--- config.mk ---
export PLATFORM = sky130hd
export DESIGN_NAME = bios_shadow_ctrl
export DESIGN_NICKNAME = d
export VERILOG_FILES = /design/src/rtl/bios_shadow_ctrl_pkg.sv /design/src/rtl/bios_shadow_ctrl.sv
export SDC_FILE = /design/constraint.sdc
export NUM_CORES = 1
export LEC_CHECK = 0
export BUFFER_PORTS_ARGS = -buffer_cell sky130_fd_sc_hd__clkbuf_2
export CORE_MARGIN = 4
export CORE_UTILIZATION = 40
export DETAILED_ROUTE_END_ITERATION = 6
export PLACE_DENSITY = 0.69
export SLEW_MARGIN = 20
export SYNTH_ARGS = -nofsm -noshare
export SYNTH_HDL_FRONTEND = slang
export SYNTH_SLANG_ARGS = --single-unit
--- constraint.sdc ---
create_clock -name iClk -period 3.9 [get_ports iClk]
set_input_delay 0.39 -clock iClk [delete_from_list [all_inputs] [get_ports iClk]]
set_output_delay 0.39 -clock iClk [all_outputs]
set_load 0.02 [all_outputs]
--- src/rtl/bios_shadow_ctrl_pkg.sv ---
// ---------------------------------------------------------------------------
// bios_shadow_ctrl_pkg
//   Shared definitions for the BIOS shadowing logic: the sequencer state
//   encoding and the location/size of the BIOS window. The BIOS ROM decode
//   and the shadow controller both import these so they agree on the window.
// ---------------------------------------------------------------------------
package bios_shadow_ctrl_pkg;

  // First physical address of the BIOS ROM window and of its SRAM shadow.
  localparam logic [19:0] BIOS_BASE  = 20'hFE000;

  // Size of the BIOS image in bytes (8 KiB).
  localparam int          BIOS_BYTES = 8192;

  // Copy sequencer states.
  typedef enum logic [2:0] {
    S_READ    = 3'd0,
    S_CAPTURE = 3'd1,
    S_WRITE   = 3'd2,
    S_DONE    = 3'd3,
    S_ERROR   = 3'd4
  } shadowState_e;

endpackage

--- src/rtl/bios_shadow_ctrl.sv ---
// ---------------------------------------------------------------------------
// bios_shadow_ctrl
//   Boot-time sequencer that copies the BIOS ROM image into the SRAM shadow
//   at the same physical addresses while the CPU is held in reset, keeping a
//   running 8-bit byte sum of the image. Once the copy is complete the ROM
//   read port is handed back to the CPU bus.
//
// Ports
//   iClk, iRst           clock, asynchronous active-high reset
//   iStart               pulse that re-runs the copy from the DONE state
//   iCpuAddr, iCpuRd     CPU bus request, forwarded to the ROM only in DONE
//   oRomAddr, oRomRd     ROM read request (1-cycle latency ROM)
//   iRomSel, iRomData    ROM response, valid the cycle after oRomRd
//   oMemAddr, oMemData   SRAM write address/data, stable while oMemWr is high
//   oMemWr, iMemAck      SRAM write request / same-cycle acceptance
//   oCpuHold             keeps the CPU in reset until the copy is done
//   oDone, oError        copy finished / ROM failed to respond
//   oSumOk, oChecksum    byte-sum-is-zero flag (valid with oDone), running sum
// ---------------------------------------------------------------------------
module bios_shadow_ctrl
  import bios_shadow_ctrl_pkg::*;
#(
  parameter int          ROM_BYTES = BIOS_BYTES,
  parameter int          IDX_W     = 13,
  parameter logic [19:0] BASE_ADDR = BIOS_BASE
) (
  input  logic        iClk,
  input  logic        iRst,
  input  logic        iStart,
  input  logic [19:0] iCpuAddr,
  input  logic        iCpuRd,
  output logic [19:0] oRomAddr,
  output logic        oRomRd,
  input  logic        iRomSel,
  input  logic [7:0]  iRomData,
  output logic [19:0] oMemAddr,
  output logic [7:0]  oMemData,
  output logic        oMemWr,
  input  logic        iMemAck,
  output logic        oCpuHold,
  output logic        oDone,
  output logic        oError,
  output logic        oSumOk,
  output logic [7:0]  oChecksum
);

  localparam logic [IDX_W-1:0] LAST_IDX = IDX_W'(ROM_BYTES - 1);

  shadowState_e     rState;
  shadowState_e     wNextState;
  logic [IDX_W-1:0] rIdx;
  logic [7:0]       rSum;
  logic [7:0]       rData;
  logic             rSumOk;
  logic [19:0]      wWinAddr;
  logic             wLastIdx;

  // The ROM read and the SRAM write of a byte use the same physical address.
  assign wWinAddr = BASE_ADDR + 20'(rIdx);

  // The index never wraps; the final byte is detected by an explicit compare.
  assign wLastIdx = (rIdx == LAST_IDX);

  // State register.
  always_ff @(posedge iClk or posedge iRst) begin
    if (iRst) begin
      rState <= S_READ;
    end else begin
      rState <= wNextState;
    end
  end

  // Next-state logic: READ -> CAPTURE -> WRITE per byte, DONE after the last
  // acknowledged write, ERROR (sticky) if the ROM does not answer.
  always_comb begin
    wNextState = rState;
    case (rState)
      S_READ:    wNextState = S_CAPTURE;
      S_CAPTURE: wNextState = iRomSel ? S_WRITE : S_ERROR;
      S_WRITE: begin
        if (iMemAck) begin
          wNextState = wLastIdx ? S_DONE : S_READ;
        end
      end
      S_DONE: begin
        if (iStart) begin
          wNextState = S_READ;
        end
      end
      S_ERROR:   wNextState = S_ERROR;
      default:   wNextState = S_ERROR;
    endcase
  end

  // Copy datapath: byte latch, checksum accumulator, index, and the sum-ok
  // flag which is captured on the transition into DONE (the sum is final by
  // then because the last CAPTURE precedes the last WRITE).
  always_ff @(posedge iClk or posedge iRst) begin
    if (iRst) begin
      rIdx   <= '0;
      rSum   <= 8'h00;
      rData  <= 8'h00;
      rSumOk <= 1'b0;
    end else begin
      case (rState)
        S_CAPTURE: begin
          if (iRomSel) begin
            rData <= iRomData;
            rSum  <= rSum + iRomData;
          end
        end
        S_WRITE: begin
          if (iMemAck) begin
            if (wLastIdx) begin
              rSumOk <= (rSum == 8'h00);
            end else begin
              rIdx <= rIdx + IDX_W'(1);
            end
          end
        end
        S_DONE: begin
          if (iStart) begin
            rIdx   <= '0;
            rSum   <= 8'h00;
            rSumOk <= 1'b0;
          end
        end
        default: ;
      endcase
    end
  end

  // Output decode. The reset state is READ, so the ROM strobe is gated by
  // iRst to keep the ROM idle while reset is held. In DONE the ROM port is a
  // straight combinational pass-through of the CPU bus.
  always_comb begin
    oRomRd   = 1'b0;
    oRomAddr = 20'h00000;
    oMemWr   = 1'b0;
    oMemAddr = 20'h00000;
    oMemData = 8'h00;
    oCpuHold = 1'b1;
    oDone    = 1'b0;
    oError   = 1'b0;
    case (rState)
      S_READ: begin
        oRomRd   = ~iRst;
        oRomAddr = wWinAddr;
      end
      S_WRITE: begin
        oMemWr   = 1'b1;
        oMemAddr = wWinAddr;
        oMemData = rData;
      end
      S_DONE: begin
        oCpuHold = 1'b0;
        oDone    = 1'b1;
        oRomRd   = iCpuRd;
        oRomAddr = iCpuAddr;
      end
      S_ERROR: begin
        oError   = 1'b1;
      end
      default: ;
    endcase
  end

  assign oSumOk    = rSumOk;
  assign oChecksum = rSum;

endmodule

==> results of run 1 <==
## registers in the layout, indices dropped and copies added (netlist names)
signal	count
oSumOk	1
rState	3
oChecksum	8
rIdx	13
rData	8
## kinds of logic (layout without fill, tap and decap cells)
family                     count (synthesis)  count (layout)  synth area share (%)
adders and majority gates                  9               9                  5.37
and+or+nand+nor                          120             120                  27.9
muxes                                      5               5                  2.24
xor gates and xnor gates                   4               4                  1.57
buffers and inverters                     25             109                  6.26
AOI/OAI and AO/OA                         64              64                  19.8
DFF                                       33              33                  36.9
## worst max-delay path: cells and delay by family, from the launching register on
kind                   cells  cell delay (ns)
AND/OR/NAND/NOR            2             0.84
flip-flops                 1             0.52
buffers and inverters      2             0.48
## Yosys cell counts (all sizes together) (2+ instances only)
library cell,n,share of area (%)
ha,8,4.5
nor3b,4,1.3
a21o,11,3.7
nand2b,6,1.7
nor2,9,1.5
inv,2,0.34
a31oi,5,1.4
clkbuf,8,1.3
mux2i,5,2.2
o31ai,4,1.3
a22o,14,5.5
xnor2,3,1.2
buf,14,4.4
dfrtp,33,37
or4,2,0.67
and2,23,6.4
nand2,45,7.6
nor2b,2,0.67
nor3,4,1.4
a21oi,6,1.3
o21ai,17,3.8
nand3,18,4.3
nor4,2,0.56
## stage by stage
stage | area, sq um | util, %
floorplan | 2240 | -
global placement | 2700 | 51.2
detailed placement | 2710 | 51.4
CTS | 2820 | 53.6
global route | 2820 | 53.6
finish | 2820 | 53.6
## layer usage
metal | track usage [%] | share of wire, % | up-vias
li1 | - | - | 1081
met1 | 22.5 | 44 | 1039
met2 | 30.6 | 45 | 97
met3 | 3.46 | 9.3 | 11
met4 | 6.37 | 1.7 | 0
met5 | 0 | 0 | -
## final cells by class
type                       count  area [sq um]  area share, %
clock buffer                   7          86.3           3.06
clock inverter                 1          30.0           1.06
inverter                       3          12.5          0.443
multi-input combinational    202          1280           45.5
sequential                    33           826           29.2
tap                           70          87.6           3.10
timing repair buffer          98           498           17.6
## cell usage in the layout (no fill, tap or decap), types with 8 or more instances in the layout
cell	netlist	layout
a21o_1	11	11
nand3_1	17	17
a22o_1	14	14
ha_1	8	8
dfrtp_1	33	33
clkbuf_2	0	95
o21ai_0	17	17
nand2_1	45	45
nor2_1	9	9
and2_1	23	22
## worst max path at each step
stage,start,to,slack [ns],cells past startpoint
finish,rState[1],oCpuHold,1.39,4
global route,rState[1],oCpuHold,1.24,4
CTS,rState[1],oCpuHold,0.94,4
detailed placement,rState[1],rIdx[2],1.24,5
global placement,rState[1],oCpuHold,1.34,4
floorplan,rState[2],oMemAddr[10],1.92,4
## power by group
part / internal, mW / switching, mW
sequential: 0.437 / 0.109
combinational: 0.253 / 0.349
clock: 0.208 / 0.127
total: 0.898 / 0.585
==> results.txt, run 1 <==
----------------------------------------------------
[Timing]
  Final worst setup slack ... 1.39 ns
  Total negative slack ... 0 ns
  Fmax ... 399 MHz
  Hold violation total from the final report ... 0
  Post-layout minimum cycle time ... 2.51 ns
  Unrepaired setup endpoints after global routing ... false
  Transition time at the pin with the least slew margin ... 0.983 ns
  Slew Limit Headroom ... 34.1%
  Fin Hold WS ... 0.180 ns
  Fin. max-slew vios ... 0
  Layout Skew ... 0.0103 ns
  Period utilisation layout ... 64.3%
  Number of endpoints failing setup at the final stage ... 0

[Placement]
  Total placed cells including tap cells ... 406
  GP Congestion ... 0.826
  Pre-CTS setup slack ... 1.24 ns
  Half-perimeter wire length after placement ... 4390 um
  Buffers on Ports ... 95

[Drt]
  Drt first pass iters ... 4
  Drt drc ... 0
  DR vias ... 2228
  Initial DRC Count ... 116
  DR vias/cell ... 5.38
  Routed WL ... 6000 um
  Residual antenna-violating net count after detailed routing ... 0
  Wire length per cell after detailed routing ... 14.5 um

[Power and ir drop]
  Power consumption ... 1.48 mW
  Peak supply drop ... 0.383 mV
  Leakage power total ... 1.52 nW
  Pwr/cell area ... 525 nW/um^2

[Critical path]
  Endpoint of the worst register-to-register path ... rIdx[2]
  Critical Path RT ... 3.51 ns
  Series of cell instances along the critical path ... nor2b_2, and2_2, clkinv_2, clkbuf_2
  R2R cell count ... 5
  Element type at the critical path start ... flop
  Launch instance of the worst register-to-register path ... rState[1]
  Worst reg2reg setup slack ... 1.68 ns
  Classification of the worst setup path ... flop to primary output
  Maximum fanout along the worst path ... 33
  Worst-path cell with the longest stage delay ... and2_2
  Worst setup EP type ... primary output
  Crit path arrival time ... 2.12 ns
  Maximum cell stage delay along the critical path ... 0.58 ns

[Clocking]
  Clk slew on worst S/H paths ... 0.07 ns
  Clock latency on the worst-skew pair ... 0.29 ns
  Number of buffers inserted by hold repair at cts ... 0
  PostCTS Resize Cnt ... 0
  Num CTS Buffers ... 5
  Max Root-Sink Buffers ... 2
  Count of buffers added by post-CTS timing repair for setup ... 0
  Maximum level of the CTS H-tree ... 2
  Clock root buffer ... clkbuf_8
  TritonCTS clock tree ... yes
  Num Clock Sinks ... 33

[Synthesis]
  Main flop type after synthesis ... dfrtp_1
  Synth async-reset ratio ... 100%
  Warning count from the yosys run ... 0
  Number of synthesized register bits ... 33
  Syn Nets ... 303
  Avg Inst Size Synth ... 8.60 sq um
  Library cells used by synthesis ... 42
  Number of instances in the synthesized netlist ... 260
  Register area share after synthesis ... 36.9%
  EDFF count, synth ... 0
  Post-Synthesis Cell Area ... 2240 sq um

[Global route]
  Global route total overflow ... 0
  First-pass GRT wire length ... 9470 um
  Number of antenna violations at the first check in global routing ... 0
  Pin count of the biggest net entering global routing ... 35
  Via count of the first global-routing pass ... 2049
  Total routing resource utilization after global routing ... 17.9%

[Status]
  Outcome ... finished clean

[Min path]
  Worst min-delay path category ... input port to async pin

[Cells and area]
  Fraction of layout instances using a drive strength above 1 ... 32.6%
  Nets ... 386
  Growth of design area from synthesis to finish ... 26.2%
  Number of inserted filler cells in the final layout ... 517
  Antenna Diode Count ... 0
  Number of non-filler instances in the completed layout ... 414

[Floorplanning]
  Number of rows created at floorplan ... 26
  IO Count ... 96
  Die height ... 82.8 um
  Starting density of the core ... 42.5%
  Core area ... 5270 sq um
  DIE WIDTH ... 82.8 um
  Floorplan die area ... 6850 sq um

[Job]
  Maximum Capacitance Violations ... 0

----------------------------------------------------
(Power assumes the default switching activity.)
==> run 2: changes to the inputs <==
- clock period: 3.9 -> 2.6 ns (I/O delays scaled with it)
==> run 2 against run 1 <==
Clock power increased by 17%. Non-clock buffer count increased by 4. Register-to-register slack got worse by 1.2 ns. Via count decreased by 1.1%. Power increased by 42%. Wire length increased by 0.48%. Final cell count increased by 0.97%. Combinational power increased by 51%. Clock-buffer cell count decreased by 1. Sequential power increased by 48%. Hold slack got worse by 0.040 ns. Highest routed layer unchanged.
==> results.txt, run 2 (same netlist as run 1, synthesis figures left out) <==
----------------------------------------------------
[Floorplanning]
  Number of rows created at floorplan ... 26
  IO Count ... 96
  DIE WIDTH ... 82.8 um
  Die height ... 82.8 um
  Starting density of the core ... 42.5%
  Floorplan die area ... 6850 sq um
  Core area ... 5270 sq um

[Power and ir drop]
  Clock share of power ... 18.6%
  Peak supply drop ... 0.460 mV
  Internal power of the cells ... 1.22 mW
  Net Sw Power ... 0.883 mW
  Fraction of power consumed by sequential logic ... 38.4%
  Pwr/cell area ... 749 nW/um^2
  Combinational cell fraction of total power ... 43.0%
  Leakage power total ... 1.53 nW
  Switching power as a share of total power ... 41.9%

[Critical path]
  Critical Path RT ... 2.34 ns
  Launching element of the worst setup path ... rState[1]
  Launch instance of the worst register-to-register path ... rIdx[0]
  Endpoint of the worst register-to-register path ... rIdx[11]
  Crit path arrival time ... 1.97 ns
  R2R cell count ... 6
  Classification of the worst setup path ... flop to primary output
  Worst reg2reg setup slack ... 0.49 ns
  Worst setup EP type ... primary output
  Maximum fanout along the worst path ... 31
  End point of the critical path ... oRomAddr[0]
  Element type at the critical path start ... flop

[Drt]
  Residual antenna-violating net count after detailed routing ... 0
  Initial DRC Count ... 80
  DR vias ... 2204
  Drt first pass iters ... 4
  Detailed-routing wirelength on met1 ... 2750 um
  Drt drc ... 0
  Wire length on met2 ... 2650 um
  Max Used Layer ... met4
  Wire length per cell after detailed routing ... 14.4 um
  DR vias/cell ... 5.27
  Routed length on met3 ... 584 um
  Routed WL ... 6020 um

[Clocking]
  Maximum level of the CTS H-tree ... 2
  Clock latency on the worst-skew pair ... 0.29 ns
  Num Clock Sinks ... 33
  PostCTS Resize Cnt ... 0
  Number of buffers inserted by hold repair at cts ... 0
  Clk slew on worst S/H paths ... 0.08 ns
  Clock root buffer ... clkbuf_8
  Max Root-Sink Buffers ... 2
  Num CTS Buffers ... 5
  Count of buffers added by post-CTS timing repair for setup ... 0
  TritonCTS clock tree ... yes

[Cells and area]
  Antenna Diode Count ... 0
  Nets ... 390
  Final cell area excluding filler cells ... 2810 sq um
  Most common library cell in the layout ignoring fill and taps ... clkbuf_2
  Leading cell types in the layout, fill and taps excluded ... clkbuf_2 (95), nand2_1 (45), dfrtp_1 (33), and2_1 (23)
  Number of flip-flops under the largest register name ... 13
  Register with the most flip-flops ... rIdx
  Growth of design area from synthesis to finish ... 25.7%
  Fraction of layout instances using a drive strength above 1 ... 33.0%

[Timing]
  Total negative slack ... 0 ns
  Fmax ... 448 MHz
  Transition time at the pin with the least slew margin ... 0.524 ns
  Fin. max-slew vios ... 0
  Slew Limit Headroom ... 64.8%
  Number of endpoints failing setup at the final stage ... 0
  Unrepaired setup endpoints after global routing ... false
  Layout Skew ... 0.00801 ns
  Hold violation total from the final report ... 0
  Post-layout minimum cycle time ... 2.23 ns
  Period utilisation layout ... 85.9%
  Final worst setup slack ... 0.365 ns

[Global route]
  Via count of the first global-routing pass ... 2029
  Pin count of the biggest net entering global routing ... 34
  Global route total overflow ... 0
  Total routing resource utilization after global routing ... 17.9%
  Number of antenna violations at the first check in global routing ... 0
  First-pass GRT wire length ... 9510 um

[Placement]
  GP Congestion ... 0.849
  Half-perimeter wire length after placement ... 4400 um
  Post-DP Area ... 2730 sq um
  Buffers on Ports ... 95
  Pre-CTS setup slack ... 0.519 ns

[Status]
  Outcome ... finished clean

[Min path]
  Worst min-delay path category ... input port to async pin

[Job]
  Maximum Capacitance Violations ... 0

----------------------------------------------------
-- run 2: cell count changes in the layout (fill, tap and decap cells not counted), sizes merged --
cell / delta
clkinv: +2
buf: +4
bufinv: -1
clkbuf: -1
-- run 2: worst max-delay path, cell delays in order (launching register included) --
cell and delay, ns:
dfrtp_1 0.51, nor2b_2 0.26, and2_1 0.21, buf_4 0.33, a22o_1 0.20, clkbuf_2 0.17
-- run 2: worst min-delay path by stage --
stage	startpoint	to	slack [ns]	cells after the start
6_report	iRst	rIdx[5]	0.14	3
3_3_place_gp	rData[5]	rData[5]	0.45	2
5_1_grt	iRst	rIdx[9]	0.18	3
3_5_place_dp	rData[1]	rData[1]	0.45	2
4_1_cts	iRst	rIdx[5]	0.17	3
2_1_floorplan	iRomData[0]	rData[0]	0.37	2
-- run 2: final cells by class --
cell class / instances / area (sq um)
fillers: 511 / 2460
multi-input cells: 202 / 1280
flip-flops and latches: 33 / 826
repair buffers: 102 / 528
well taps: 70 / 87.6
clock buffers: 6 / 72.6
inverters: 3 / 12.5
clock inverters: 2 / 10.0
-- run 2: per-stage QoR --
step	instances	power [mW]	util (%)	hold WS, ns
after CTS	418	2.12	53.4	0.168
after floorplan	260	1.44	-	0.365
after global routing	418	2.28	53.4	0.184
after detailed placement	410	1.72	51.8	0.455
final	418	2.11	53.4	0.139
after global placement	410	1.70	51.8	0.450
-- run 2: metal layers --
layer  vias up  track usage, %
met5         -               0
met4         0            5.07
met3         5            4.54
met2        99            28.8
met1      1015            23.9
li1       1085               -
-- run 2: power groups by stage --
stage	clock, mW	sequential [mW]	combinational [mW]
6_report	0.391	0.809	0.907
5_1_grt	0.427	0.836	1.01
4_1_cts	0.400	0.807	0.912
3_5_place_dp	0	0.814	0.909
3_3_place_gp	0	0.807	0.896
2_1_floorplan	0	0.835	0.610
==> run 3: changes to the inputs <==
- ABC_AREA: not set -> 1
- PLACE_DENSITY: 0.69 -> 0.68
==> run 3 against run 2 <==
Combinational power fell by 90%. Global-route usage grew 0.099 points. Hold slack worse by 0.084 ns. Power down 48%. Sequential power shrank 36%. Area after synthesis increased by 7.6%. Critical path type unchanged. Largest power group is now sequential cells.
==> results.txt, run 3 <==
----------------------------------------------------
[Status]
  Outcome ... finished clean

[Power and ir drop]
  Leakage power total ... 1.65 nW
  Peak supply drop ... 0.327 mV
  Power consumption ... 1.10 mW
  Pwr/cell area ... 368 nW/um^2

[Cells and area]
  Number of flip-flops under the largest register name ... 13
  Total area of multi-input combinational cells ... 1310 sq um
  Sequential cell area ... 826 sq um
  Register with the most flip-flops ... rIdx
  Growth of design area from synthesis to finish ... 24.2%
  Fraction of layout instances using a drive strength above 1 ... 25.6%
  Number of inserted filler cells in the final layout ... 569
  Antenna Diode Count ... 0
  Nets ... 495
  Most common library cell in the layout ignoring fill and taps ... nand2_1
  Leading cell types in the layout, fill and taps excluded ... nand2_1 (123), clkbuf_2 (95), nor2_1 (52), inv_1 (38), dfrtp_1 (33)

[Clocking]
  TritonCTS clock tree ... yes
  Clock root buffer ... clkbuf_8
  Max Root-Sink Buffers ... 2
  Count of buffers added by post-CTS timing repair for setup ... 0
  Num Clock Sinks ... 33
  PostCTS Resize Cnt ... 0
  Num CTS Buffers ... 5
  Clk slew on worst S/H paths ... 0.08 ns
  Maximum level of the CTS H-tree ... 2
  Clock latency on the worst-skew pair ... 0.29 ns
  Number of buffers inserted by hold repair at cts ... 0

[Synthesis]
  Number of instances in the synthesized netlist ... 368
  Biggest area consumer among synthesized cells ... dfrtp_1
  Post-Synthesis Cell Area ... 2410 sq um
  Warning count from the yosys run ... 0
  EDFF count, synth ... 0
  Number of synthesized register bits ... 33
  Syn Nets ... 411
  Most numerous cell in the Yosys netlist ... nand2_1
  Avg Inst Size Synth ... 6.54 sq um
  Share of the synthesized area in the top cell type ... 34.3%
  Top area cells in the synthesized netlist ... dfrtp_1 (34%), nand2_1 (19%), nor2_1 (8.3%)
  Top post-synthesis cells by count ... nand2_1 (123), nor2_1 (53), inv_1 (38)
  Synth async-reset ratio ... 100%
  Library cells used by synthesis ... 27
  Main flop type after synthesis ... dfrtp_1
  Register area share after synthesis ... 34.3%

[Job]
  Maximum Capacitance Violations ... 0

[Critical path]
  Worst setup EP type ... primary output
  Maximum fanout along the worst path ... 21
  Critical Path RT ... 2.34 ns
  Classification of the worst setup path ... flop to primary output
  Crit path arrival time ... 1.72 ns
  Element type at the critical path start ... flop

[Drt]
  DR vias ... 2515
  Initial DRC Count ... 162
  Drt first pass iters ... 4
  DR vias/cell ... 4.79
  Drt drc ... 0
  Routed WL ... 6590 um
  Wire length per cell after detailed routing ... 12.5 um
  Residual antenna-violating net count after detailed routing ... 0

[Timing]
  Fin Hold WS ... 0.0550 ns
  Total negative slack ... 0 ns
  Fin. max-slew vios ... 0
  Number of endpoints failing setup at the final stage ... 0
  Post-layout minimum cycle time ... 1.98 ns
  Transition time at the pin with the least slew margin ... 0.674 ns
  Period utilisation layout ... 76.1%
  Unrepaired setup endpoints after global routing ... false
  Fmax ... 506 MHz
  Layout Skew ... 0.00956 ns
  Hold violation total from the final report ... 0
  Slew Limit Headroom ... 55.1%

[Placement]
  GP Congestion ... 0.889
  Half-perimeter wire length after placement ... 5230 um
  Buffers on Ports ... 95

[Global route]
  Pin count of the biggest net entering global routing ... 34
  Global route total overflow ... 0
  Via count of the first global-routing pass ... 2277
  Total routing resource utilization after global routing ... 18.0%
  Number of antenna violations at the first check in global routing ... 0
  First-pass GRT wire length ... 10800 um

[Min path]
  Worst min-delay path category ... input port to async pin

[Floorplanning]
  Die height ... 85.6 um
  DIE WIDTH ... 85.6 um
  Starting density of the core ... 42.4%
  Number of rows created at floorplan ... 27
  Core area ... 5680 sq um
  IO Count ... 96
  Floorplan die area ... 7320 sq um

----------------------------------------------------
[run 3: kinds of logic after synthesis]
| family | synth area share [%] |
|---|---|
| and+or+nand+nor | 38.5 |
| buffers and inverters | 11.4 |
| DFF | 34.3 |
| AOI/OAI and AO/OA | 10.1 |
| xor gates and xnor gates | 0.728 |
| adders and majority gates | 4.99 |
[run 3: where the power goes]
group          leakage (nW)  switching [mW]  internal [mW]
logic                  1.19          0.0536         0.0389
registers             0.405         0.00333          0.516
clock network        0.0543           0.201          0.287
[run 3: area by class of cell]
class,instances,share of cell area (%)
clock buffer,5,2.30
clock inverter,3,1.55
inverter,38,4.77
multi-input combinational,275,43.8
sequential,33,27.6
tap,72,3.01
timing repair buffer,99,16.9
[run 3: stage by stage]
stage | setup WS [ns] | cells | area [sq um] | util, %
2_1_floorplan | 0.925 | 368 | 2410 | -
3_3_place_gp | 0.872 | 517 | 2870 | 50.6
3_5_place_dp | 0.739 | 517 | 2870 | 50.6
4_1_cts | 0.618 | 525 | 2990 | 52.7
5_1_grt | 0.396 | 525 | 2990 | 52.7
6_report | 0.623 | 525 | 2990 | 52.7
[run 3: per-layer routing]
metal | up-vias | wire, um | GRT usage [%]
met4 | 0 | 67 | 6.19
met2 | 94 | 2940 | 29.2
met1 | 1091 | 3030 | 24.2
met5 | - | 0 | 0
met3 | 5 | 547 | 3.17
li1 | 1325 | - | -
[run 3: critical path, cell delays in order (launching register included)]
cell	delay, ns
dfrtp_1	0.41
nor2_1	0.14
nand2_1	0.36
o21ai_0	0.31
clkbuf_2	0.21
[run 3: path summary, 6_finish.rpt]
kind	from	slack (ns)	to	depth (start not counted)
min in group iClk	iRomSel	0.19	rState[2]	2
worst max-delay path	rState[1]	0.62	oRomAddr[4]	4
worst min-delay path	iRst	0.06	rData[2]	3
worst max register to register	rState[1]	0.70	rIdx[6]	10
worst min register to register	rIdx[10]	0.51	rIdx[10]	2
max in group asynchronous	iRst	2.23	rIdx[5]	3
